[src/rtl/sm_step_monitor.sv]
// sm_step_monitor: receive side of the step interface. Measures edge-to-edge period, keeps a signed
// position count and flags stalls/over-range. Define STEP_DEGLITCH_EN to add the step_in synchronizer and glitch filter.
//
// state   | meaning
// S_IDLE  | monitor disabled; counter cleared, stall low, position held
// S_FIRST | armed, waiting for the first step edge (no period yet)
// S_RUN   | counting cycles between edges, period reported on each edge
// S_STALL | no edge for TIMEOUT cycles; next edge only re-arms
module sm_step_monitor #(
    parameter int SIZE     = 16,
    parameter int POS_W    = 32,
    parameter int TIMEOUT  = 50000,
    parameter int DEGLITCH = 3
) (
    input  logic             clk,
    input  logic             rst,
    input  logic             in_drv_enable_SM,
    input  logic             step_in,
    input  logic             dir_in,
    input  logic             clr_pos,
    output logic [SIZE-1:0]  period,
    output logic             period_valid,
    output logic [POS_W-1:0] position,
    output logic             stall,
    output logic             overrange
);
    typedef enum logic [1:0] {S_IDLE, S_FIRST, S_RUN, S_STALL} state_t;

    localparam logic [SIZE-1:0]  CNT_MAX = '1;
    localparam logic [SIZE-1:0]  CNT_ONE = SIZE'(1);
    localparam logic [SIZE-1:0]  CNT_TO  = SIZE'(TIMEOUT);
    localparam logic [POS_W-1:0] POS_ONE = POS_W'(1);

    logic step_src;

`ifdef STEP_DEGLITCH_EN
    localparam int RUN_W = $clog2(DEGLITCH + 1);

    logic [1:0]       sync;
    logic [RUN_W-1:0] high_run;

    always_ff @(posedge clk) begin
        if (rst) begin
            sync     <= '0;
            high_run <= '0;
        end else begin
            sync <= {sync[0], step_in};
            if (!sync[1])
                high_run <= '0;
            else if (high_run < RUN_W'(DEGLITCH - 1))
                high_run <= high_run + 1'b1;
        end
    end

    // high_run counts earlier consecutive high samples, so this needs DEGLITCH highs including now
    assign step_src = sync[1] && (high_run >= RUN_W'(DEGLITCH - 1));
`else
    // DEGLITCH has no effect here; referenced only so both builds share one parameter set
    if (DEGLITCH < 1) begin : g_deglitch_unused
    end

    assign step_src = step_in;
`endif

    logic            step_d;
    logic            edge_det;
    state_t          state, state_nxt;
    logic [SIZE-1:0] count, count_nxt;
    logic [SIZE-1:0] period_nxt;
    logic            period_valid_nxt;
    logic            overrange_nxt;
    logic            stall_nxt;
    logic [POS_W-1:0] position_nxt;
    logic            step_counted;

    assign edge_det = step_src & ~step_d;

    always_ff @(posedge clk) begin
        if (rst) begin
            state        <= S_IDLE;
            step_d       <= 1'b0;
            count        <= '0;
            period       <= '0;
            period_valid <= 1'b0;
            overrange    <= 1'b0;
            stall        <= 1'b0;
            position     <= '0;
        end else begin
            state        <= state_nxt;
            step_d       <= step_src;
            count        <= count_nxt;
            period       <= period_nxt;
            period_valid <= period_valid_nxt;
            overrange    <= overrange_nxt;
            stall        <= stall_nxt;
            position     <= position_nxt;
        end
    end

    always_comb begin
        state_nxt = state;
        if (!in_drv_enable_SM) begin
            state_nxt = S_IDLE;
        end else begin
            case (state)
                S_IDLE:  state_nxt = S_FIRST;
                S_FIRST: if (edge_det) state_nxt = S_RUN;
                S_RUN:   if (!edge_det && count == CNT_TO) state_nxt = S_STALL;
                S_STALL: if (edge_det) state_nxt = S_RUN;
                default: state_nxt = S_IDLE;
            endcase
        end
    end

    always_comb begin
        count_nxt        = count;
        period_nxt       = period;
        period_valid_nxt = 1'b0;
        overrange_nxt    = 1'b0;
        stall_nxt        = stall;
        position_nxt     = position;
        step_counted     = 1'b0;

        if (!in_drv_enable_SM) begin
            count_nxt = '0;
            stall_nxt = 1'b0;
        end else begin
            case (state)
                S_IDLE: begin
                    count_nxt = '0;
                    stall_nxt = 1'b0;
                end
                S_FIRST: begin
                    if (edge_det) begin
                        count_nxt    = CNT_ONE;
                        step_counted = 1'b1;
                    end
                end
                S_RUN: begin
                    // an edge on the timeout cycle still counts as a valid period
                    if (edge_det) begin
                        period_nxt       = count;
                        period_valid_nxt = 1'b1;
                        overrange_nxt    = (count == CNT_MAX);
                        count_nxt        = CNT_ONE;
                        step_counted     = 1'b1;
                    end else if (count == CNT_TO) begin
                        stall_nxt = 1'b1;
                    end else if (count != CNT_MAX) begin
                        count_nxt = count + CNT_ONE;
                    end
                end
                S_STALL: begin
                    if (edge_det) begin
                        stall_nxt    = 1'b0;
                        count_nxt    = CNT_ONE;
                        step_counted = 1'b1;
                    end
                end
                default: begin
                    count_nxt = '0;
                    stall_nxt = 1'b0;
                end
            endcase
        end

        if (clr_pos)
            position_nxt = '0;
        else if (step_counted)
            position_nxt = dir_in ? position + POS_ONE : position - POS_ONE;
    end
endmodule
[config.mk]
export PLATFORM = sky130hd
export DESIGN_NAME = sm_step_monitor
export DESIGN_NICKNAME = d
export VERILOG_FILES = /design/src/rtl/sm_step_monitor.sv
export SDC_FILE = /design/constraint.sdc
export NUM_CORES = 1
export LEC_CHECK = 0
export BUFFER_PORTS_ARGS = -buffer_cell sky130_fd_sc_hd__buf_2
export CAP_MARGIN = 20
export CORE_MARGIN = 2
export CORE_UTILIZATION = 38
export CTS_CLUSTER_DIAMETER = 50
export DETAILED_ROUTE_END_ITERATION = 16
export GPL_TIMING_DRIVEN = 0
export SLEW_MARGIN = 20
export SYNTH_ARGS = -nofsm -noshare
export SYNTH_HDL_FRONTEND = slang
export SYNTH_SLANG_ARGS = --single-unit
[constraint.sdc]
create_clock -name clk -period 3.2 [get_ports clk]
set_clock_uncertainty 0.1 [all_clocks]
set_input_delay 0.64 -clock clk [delete_from_list [all_inputs] [get_ports clk]]
set_output_delay 0.64 -clock clk [all_outputs]
set_load 0.01 [all_outputs]
; ---- After elaboration in Yosys (flattened, before gate mapping)
; Index checks and enable logic that the tools add are counted.
[totals]
reg_bits = 70
input_bits = 6
elab_cells = 59
[classes]
add_sub_neg = 3
n_eq_ne = 13
muxes = 16
bitwise = 5
n_reduce_logical = 14
[ops]
columns = operator, count
row1 = $mux 16, 4
row2 = $pmux 16 s3, 1
row3 = $add 32x1->32 const B, 1
row4 = $eq 16x16->1 const B, 2
row5 = $mux 32, 1
row6 = $sub 32x1->32 const B, 1
row7 = $add 16x1->16 const B, 1
row8 = $ne 16x16->1 const B, 1
row9 = $ne 2x2->1 const B, 4
row10 = $mux 1, 6
row11 = $ne 3x3->1 const B, 2
row12 = $pmux 2 s3, 1
row13 = $reduce_and 3->1, 2
row14 = $reduce_or 2->1, 3
row15 = $reduce_or 3->1, 2
row16 = $eq 2x2->1 const B, 2
row17 = $mux 2, 2
row18 = $not 1->1, 4
row19 = $reduce_and 4->1, 1
row20 = $reduce_or 4->1, 1
row21 = $pmux 1 s3, 1
row22 = $reduce_bool 3->1, 1
row23 = $eq 2x1->1 const B, 1
row24 = $logic_not 2->1, 1
row25 = 5 further kinds, 5

; ---- Logic depth before layout (Yosys ltp)
; Gate-level depths: netlist of the first run.
[logic_depth]
depth_word = 6
mapped_depth = 11
ltp_nobuf = 10

; ---- Worst setup path before layout of the first run
; Ideal clock, no wire load.
[synth_path]
path_kind = input to register
start = in dir_in
end = reg position[29]
setup_ns = 0.121
arrival_time_ns = 3.073
required_ns = 2.979
setup_slack_ns = -0.094
stages = 11
path_buffers = 1
path_cell_list = inv_1 > ha_1 > clkbuf_1 > a21oi_2 > o221ai_1 > a221oi_1 > o31ai_2 > a31oi_1 > nor3_1 > a31o_1 > o2bb2ai_1
[synth_via]
elab_chain_len = 1
[synth_rtl]
columns = element, line_no
row1 = "start, declared", 19  ; input logic dir_in,
row2 = $mux 32, 170  ; position_nxt = dir_in ? position + POS_ONE : position - POS_ONE;
row3 = "end signal, assigned", 96  ; position <= position_nxt;
row4 = "end, declared", 23  ; output logic [POS_W-1:0] position,
; Every way passes these cells.
; A chain may end at the register's enable or synchronous reset.

; ---- Worst setup path in the final report of the first run
[layout_path]
start = in dir_in
end = reg position[31]
; Same word-level chain as after synthesis.

==> run metrics, run 1 <==
Comb pwr share 0.093; met1 usage 0.253; deepest clock path buffer count 2; synth warn 0; FF+latch count, synth 70; drt total wl 11600 µm; post-synthesis mux area share 0.00226; clock-pin slew on the worst setup and hold paths ~60 ps; vias in the first global route 3999; DRC Markers 0; asr flop ratio synth 0; Worst path max stage delay 410 ps; Switching Share 0.270; Site Rows 39; global-route wire length before repair ~19000 µm; relative slew slack 0.452; Total Power 2.01 mW; Pleak 2.19 nW; Initial Util 0.388; worst path cell trace buf_2, clkinvlp_4, buf_4, ha_1, clkbuf_1, a21oi_1, o21ai_0, a211oi_2, a22oi_1, o21ai_1, xnor2_1, or4_1, nand2_1; post-synthesis compound-gate area fraction 0.241; Adder-Cell Fraction of Synth Area 0.0949; total CTS buffers 9; Sw Pwr 0.543 mW; Worst Setup Path Type input port to flip-flop; TritonCTS Sinks 70; initial DRC count 232; Synth Flop Type dfxtp_1; I/O pin total 57; sequential fraction of the synthesis area 0.316; Netlist cell types 62; worst slew pin tran 815 ps; commonest non-fill, non-tap cell in the layout nand2_1; vias after detailed routing 4256; HP Class flip-flop to flip-flop; vias per cell 5.43; endpoint of the most critical setup path position[31]; Clock Latency Late Sink roughly 350 ps; CTS tree done; launch point of the worst path dir_in; layer with the highest usage met2; RePlAce Congestion 0.912; R2R cell count 10; Syn Area/Cell approximately 8 µm²; htree depth 3; nature of the critical path startpoint input port; Post-synth EDFFs 0; nets a little under 700; Die Ht roughly 110 µm; met2 usage in global routing 0.299; diode count 0; setup violators final 0; post-route ant nets 0; RR Endpoint position[28]; design area 0.00523 mm²; hold path startpoint period[13]; largest net degree at the start of global routing 14; Final Cycle Share 0.957; CP Capture Type flip-flop; Clock power frac 0.469; CP Max Fanout 10; Final Critical Period a little over 3000 ps; Worst Path Required between 3000 and 4000 ps; HPWL after DPL 8440 µm; DP Area a little under 0.005 mm²; worst r2r src position[0]; commonest non-fill, non-tap cells in the layout nand2_1 (108), dfxtp_1 (70), a21oi_1 (67); sequential share of power 0.438; core area 0.0114 mm²; Layout fillers about 1200; Power Dens Cells just under 400 mW/mm²; Critical Path AT between 3000 and 4000 ps; fraction of layout cells with a size suffix above 1 0.165; Mapped Cells 565; max cap viols 0; main combinational cell family by area after synthesis compound AO/OA/AOI/OAI gates; Post-Syn Nets 604; grt total ovfl 0; Syn Std Cell Area 0.00443 mm²; simple-gate portion of the synthesized area 0.237; final hold violation count 0; TNS Setup 0 ps; xor/xnor cell area share of the yosys netlist 0.0731; Max Slew Vio Count 0; die width 112 µm; Int Power between 1 and 1.5 mW; met3 GRT Util 0.0338; initial antenna violation count 0; RSZ-0062 raised after global routing yes; routed len/inst around 15 µm; Port Buffers 56; TritonRoute pass-1 iters 4; Max VDD drop 0.233 mV; Die ar. 0.0125 mm²; Area Overhead vs Synth 18.0%; status finished clean; FF-to-FF setup slack about 340 ps; Max Clk Rate 0.326 GHz; GR Util All Layers 0.189; critical path's slowest cell or4_1; root buffer cell clkbuf_16
repair_timing:
item	in CTS	in global routing
hold buffers	0	0
gates cloned	1	0
pin swaps	0	2
gates resized for setup	1	4
setup endpoints to repair	15	7
endpoints found under the hold margin	0	0
buffers inserted	5	0
cells by family after synthesis:
| logic type | Yosys count |
|---|---|
| AND/OR/NAND/NOR | 220 |
| AO/OA/AOI/OAI | 164 |
| flip-flops | 70 |
| buffers and inverters | 40 |
| XOR/XNOR | 37 |
| adder cells (fa/ha/maj) | 33 |
| multiplexers | 1 |
registers in the layout, summed over array words and instances (netlist names):
register / flops
overrange: 1
stall: 1
period: 16
position: 32
step_d: 1
count: 16
state: 2
period_valid: 1
critical path, delay by kind of cell:
kind,cells,cell delay [ps]
AO/OA/AOI/OAI,5,890
buffers and inverters,4,810
AND/OR/NAND/NOR,2,490
adder cells (fa/ha/maj),1,280
XOR/XNOR,1,150
final cells by class:
type | instances | area, µm² | share of cell area
clock inverter | 6 | 46.3 | 0.00885
timing repair inverter | 1 | 7.51 | 0.00144
clock buffer | 10 | 229 | 0.0438
sequential | 70 | 1400 | 0.268
tap | 143 | 179 | 0.0342
inverter | 11 | 45.0 | 0.00861
multi-input combinational | 455 | 2890 | 0.553
buffer | 27 | 110 | 0.0211
timing repair buffer | 61 | 318 | 0.0608
synthesized netlist by cell type, types with 2 or more instances:
master	n	share of area
o21a_1	3	0.0051
or2_2	2	0.0028
o211ai_1	7	0.012
nor3_1	4	0.0045
nor2_1	37	0.031
nand2b_1	2	0.0028
or3_1	5	0.0071
o2111ai_1	2	0.0040
and2_1	5	0.0071
inv_1	11	0.0093
a211oi_2	2	0.0056
and3_1	6	0.0085
o21ai_0	23	0.026
nand4_1	19	0.027
xnor2_1	17	0.034
o21ai_1	5	0.0056
o31ai_1	2	0.0034
clkbuf_1	24	0.020
nor2b_1	5	0.0071
ha_1	32	0.090
a31oi_1	7	0.0099
a21oi_1	67	0.076
a21o_1	20	0.034
a21boi_0	2	0.0034
nand3_1	13	0.015
or4_1	3	0.0051
a21boi_2	2	0.0051
o31ai_2	2	0.0056
a211oi_1	3	0.0051
buf_1	3	0.0025
dfxtp_1	70	0.32
nand2_1	108	0.091
a21oi_2	4	0.0079
xor2_1	20	0.040
power groups by stage:
stage / clock [mW] / sequential (mW) / combinational (mW)
2_1_floorplan: 0 / 0.901 / 0.133
3_3_place_gp: 0 / 0.901 / 0.176
3_5_place_dp: 0 / 0.901 / 0.177
4_1_cts: 0.968 / 0.881 / 0.185
5_1_grt: 1.00 / 0.882 / 0.209
6_report: 0.944 / 0.881 / 0.188
worst min-delay path by stage:
stage                  to  cells past startpoint
6_report       period[13]                      2
5_1_grt         period[8]                      2
4_1_cts         period[8]                      2
3_5_place_dp   period[14]                      2
3_3_place_gp   period[14]                      2
2_1_floorplan  period[12]                      2
per-layer routing:
layer,vias to the layer above,wire (µm)
met5,-,0
met4,0,246
met3,18,525
met2,90,5220
met1,1989,5620
li1,2159,-
metrics by stage:
| step | hold WS (ps) | utilization | std cells | setup slack [ps] |
|---|---|---|---|---|
| final | 359 | 0.458 | 784 | 136 |
| after CTS | 362 | 0.457 | 786 | 89.2 |
| after global routing | 378 | 0.458 | 784 | -57.3 |
| after detailed placement | 348 | 0.429 | 764 | -727 |
| after floorplan | 344 | - | 565 | 32.0 |
| after global placement | 345 | 0.429 | 764 | -734 |
Power figures use the tool's default switching activity.
==> inputs of run 2 (changes only) <==
--- a/config.mk
+++ b/config.mk
@@ -5,13 +5,16 @@
 export SDC_FILE = /design/constraint.sdc
 export NUM_CORES = 1
 export LEC_CHECK = 0
-export BUFFER_PORTS_ARGS = -buffer_cell sky130_fd_sc_hd__buf_2
 export CAP_MARGIN = 20
+export CELL_PAD_IN_SITES_DETAIL_PLACEMENT = 0
+export CELL_PAD_IN_SITES_GLOBAL_PLACEMENT = 1
 export CORE_MARGIN = 2
 export CORE_UTILIZATION = 38
 export CTS_CLUSTER_DIAMETER = 50
 export DETAILED_ROUTE_END_ITERATION = 16
+export DONT_BUFFER_PORTS = 1
 export GPL_TIMING_DRIVEN = 0
+export PLACE_DENSITY_LB_ADDON = 0.1
 export SLEW_MARGIN = 20
 export SYNTH_ARGS = -nofsm -noshare
 export SYNTH_HDL_FRONTEND = slang
==> run 2 against run 1 <==
Net effect: final area down 4.8%; die area unchanged; hold slack worse by 33 ps; sequential share of layout area up 1.3 points; non-clock buffer count down 58; critical path type unchanged; critical endpoint is now position[29]; largest cell class unchanged; largest power group unchanged; highest routed layer unchanged.
==> run metrics, run 2 (synthesis results as in run 1) <==
grt total ovfl 0 (unchanged); initial DRC count 228 (-1.7%); RSZ-0062 raised after global routing no; GR Util All Layers 0.196 (+0.00672); Die Ht 112 µm (unchanged); Comb pwr share 0.081 (-0.012); Most flops, register position; Worst Path Required 3320 ps (-70 ps); fraction of layout cells with a size suffix above 1 0.0792 (-0.0862); Switching Share 0.236 (-0.0334); Int Power 1.65 mW (+13%); vias per cell 5.42 (-0.16%); critical path's top delay family compound AO/OA/AOI/OAI gates; HP Class input port to flip-flop; sequential share of power 0.408 (-0.030); Sw Pwr 0.512 mW (-5.7%); Power Dens Cells 435 mW/mm² (+13%); worst r2r src position[0]; commonest non-fill, non-tap cell in the layout nand2_1; Crit path depth 10 (-3); largest registers position: 32 flops, count: 16 flops, period: 16 flops; CP Max Fanout 15 (+5); I/O pin total 57 (unchanged); HPWL after DPL 8720 µm (+3.3%); Port Buffers 0 (-100%); worst path cell trace clkinvlp_4, ha_1, a21oi_1, o221ai_1, a221oi_1, o31ai_2, a31oi_2, nor3_1, a31o_1, o2bb2ai_1; CP Capture Type flip-flop; status finished clean; relative slew slack 0.428 (-0.0247); vias after detailed routing 3924 (-7.8%); Max VDD drop 0.215 mV (-7.8%); CTS tree done; Final Cycle Share 0.933 (-0.0244); worst slew pin tran 852 ps (+36.8 ps); global-route wire length before repair 19600 µm (+1.6%); htree depth 3 (unchanged); post-route ant nets 0 (unchanged); critical path's slowest cell a221oi_1; deepest clock path buffer count 2 (unchanged); Critical Path AT 3110 ps (-140 ps); Max Slew Vio Count 0 (unchanged); root buffer cell clkbuf_16; TNS Setup 0 ps (unchanged); Final Critical Period 2990 ps (-78.0 ps); RR Endpoint position[22]; setup violators final 0 (unchanged); diode count 0 (unchanged); Die ar. 0.0125 mm² (unchanged); TritonRoute pass-1 iters 4 (unchanged); vias in the first global route 3803 (-4.9%); total CTS buffers 9 (unchanged); Max Clk Rate 0.335 GHz (+2.6%); R2R cell count 10 (unchanged); Initial Util 0.388 (unchanged); nets 617 (-8.6%); max cap viols 0 (unchanged); clock-pin slew on the worst setup and hold paths 60 ps (about the same); Worst Setup Path Type input port to flip-flop; launch point of the worst path dir_in; core area 0.0114 mm² (unchanged); nature of the critical path startpoint input port; DRC Markers 0 (unchanged); Total Power 2.17 mW (+7.6%); Clock power frac 0.511 (+0.042); WHS Path Cells 1 (-1); initial antenna violation count 0 (unchanged); routed len/inst 16.3 µm (+9.9%); TritonCTS Sinks 70 (unchanged); Pleak 1.91 nW (-13%); die width 112 µm (unchanged); CP bufs+invs 1 (-3); final hold violation count 0 (unchanged); commonest non-fill, non-tap cells in the layout nand2_1 (108), dfxtp_1 (70), a21oi_1 (67); Site Rows 39 (unchanged); FF-to-FF setup slack 250 ps (-90 ps); largest net degree at the start of global routing 16 (+2); drt total wl 11800 µm (+1.5%); RePlAce Congestion 0.844 (-7.4%); endpoint of the most critical setup path position[29]; Worst path max stage delay 400 ps (about the same); max reg flops 32 (unchanged); Area Overhead vs Synth 12.4%; Clock Latency Late Sink 340 ps (about the same)
==> run 2: layer usage <==
metal | routed length (µm) | global-route usage | part of all wire
met5 | 0 | 0 | 0
met4 | 229 | 0.0780 | 0.019
met3 | 622 | 0.0512 | 0.053
met2 | 4810 | 0.273 | 0.41
met1 | 6120 | 0.286 | 0.52
==> run 2: worst min path at each step <==
stage | startpoint | endpoint | slack [ps]
2_1_floorplan | count[12] | period[12] | 340
3_3_place_gp | count[12] | period[12] | 380
3_5_place_dp | count[12] | period[12] | 380
4_1_cts | step_in | step_d | 310
5_1_grt | step_in | step_d | 340
6_report | step_in | step_d | 330
==> run 2: area by class of cell <==
type | instances | area [µm²]
timing repair buffer | 2 | 27.5
fill | 1198 | 6440
timing repair inverter | 1 | 7.51
tap | 143 | 179
multi-input combinational | 455 | 2880
clock buffer | 11 | 253
inverter | 11 | 45.0
sequential | 70 | 1400
clock inverter | 3 | 68.8
buffer | 28 | 114
==> run 2: stage by stage <==
stage               instance area (µm²)  utilization  std cells  hold slack, ps  worst slack, ps
floorplan                          4440            -        565             344             32.0
global placement                   4610        0.404        708             381             -638
detailed placement                 4610        0.404        708             379             -609
CTS                                4940        0.433        723             311             76.0
global route                       4980        0.436        724             337             9.68
finish                             4980        0.436        724             326              214
==> run 2: power by group through the flow <==
stage	registers [mW]	clock network [mW]	logic, mW
6_report	0.884	1.11	0.176
2_1_floorplan	0.901	0	0.133
4_1_cts	0.884	1.14	0.171
3_3_place_gp	0.903	0	0.169
3_5_place_dp	0.903	0	0.169
5_1_grt	0.884	1.17	0.198
==> run 2: what timing repair did <==
item / CTS / global route
hold buffers: 0 / 0
cloned: 1 / 0
setup buffers: 0 / 2
resized for setup: 1 / 2
setup endpoints to repair: 10 / 7
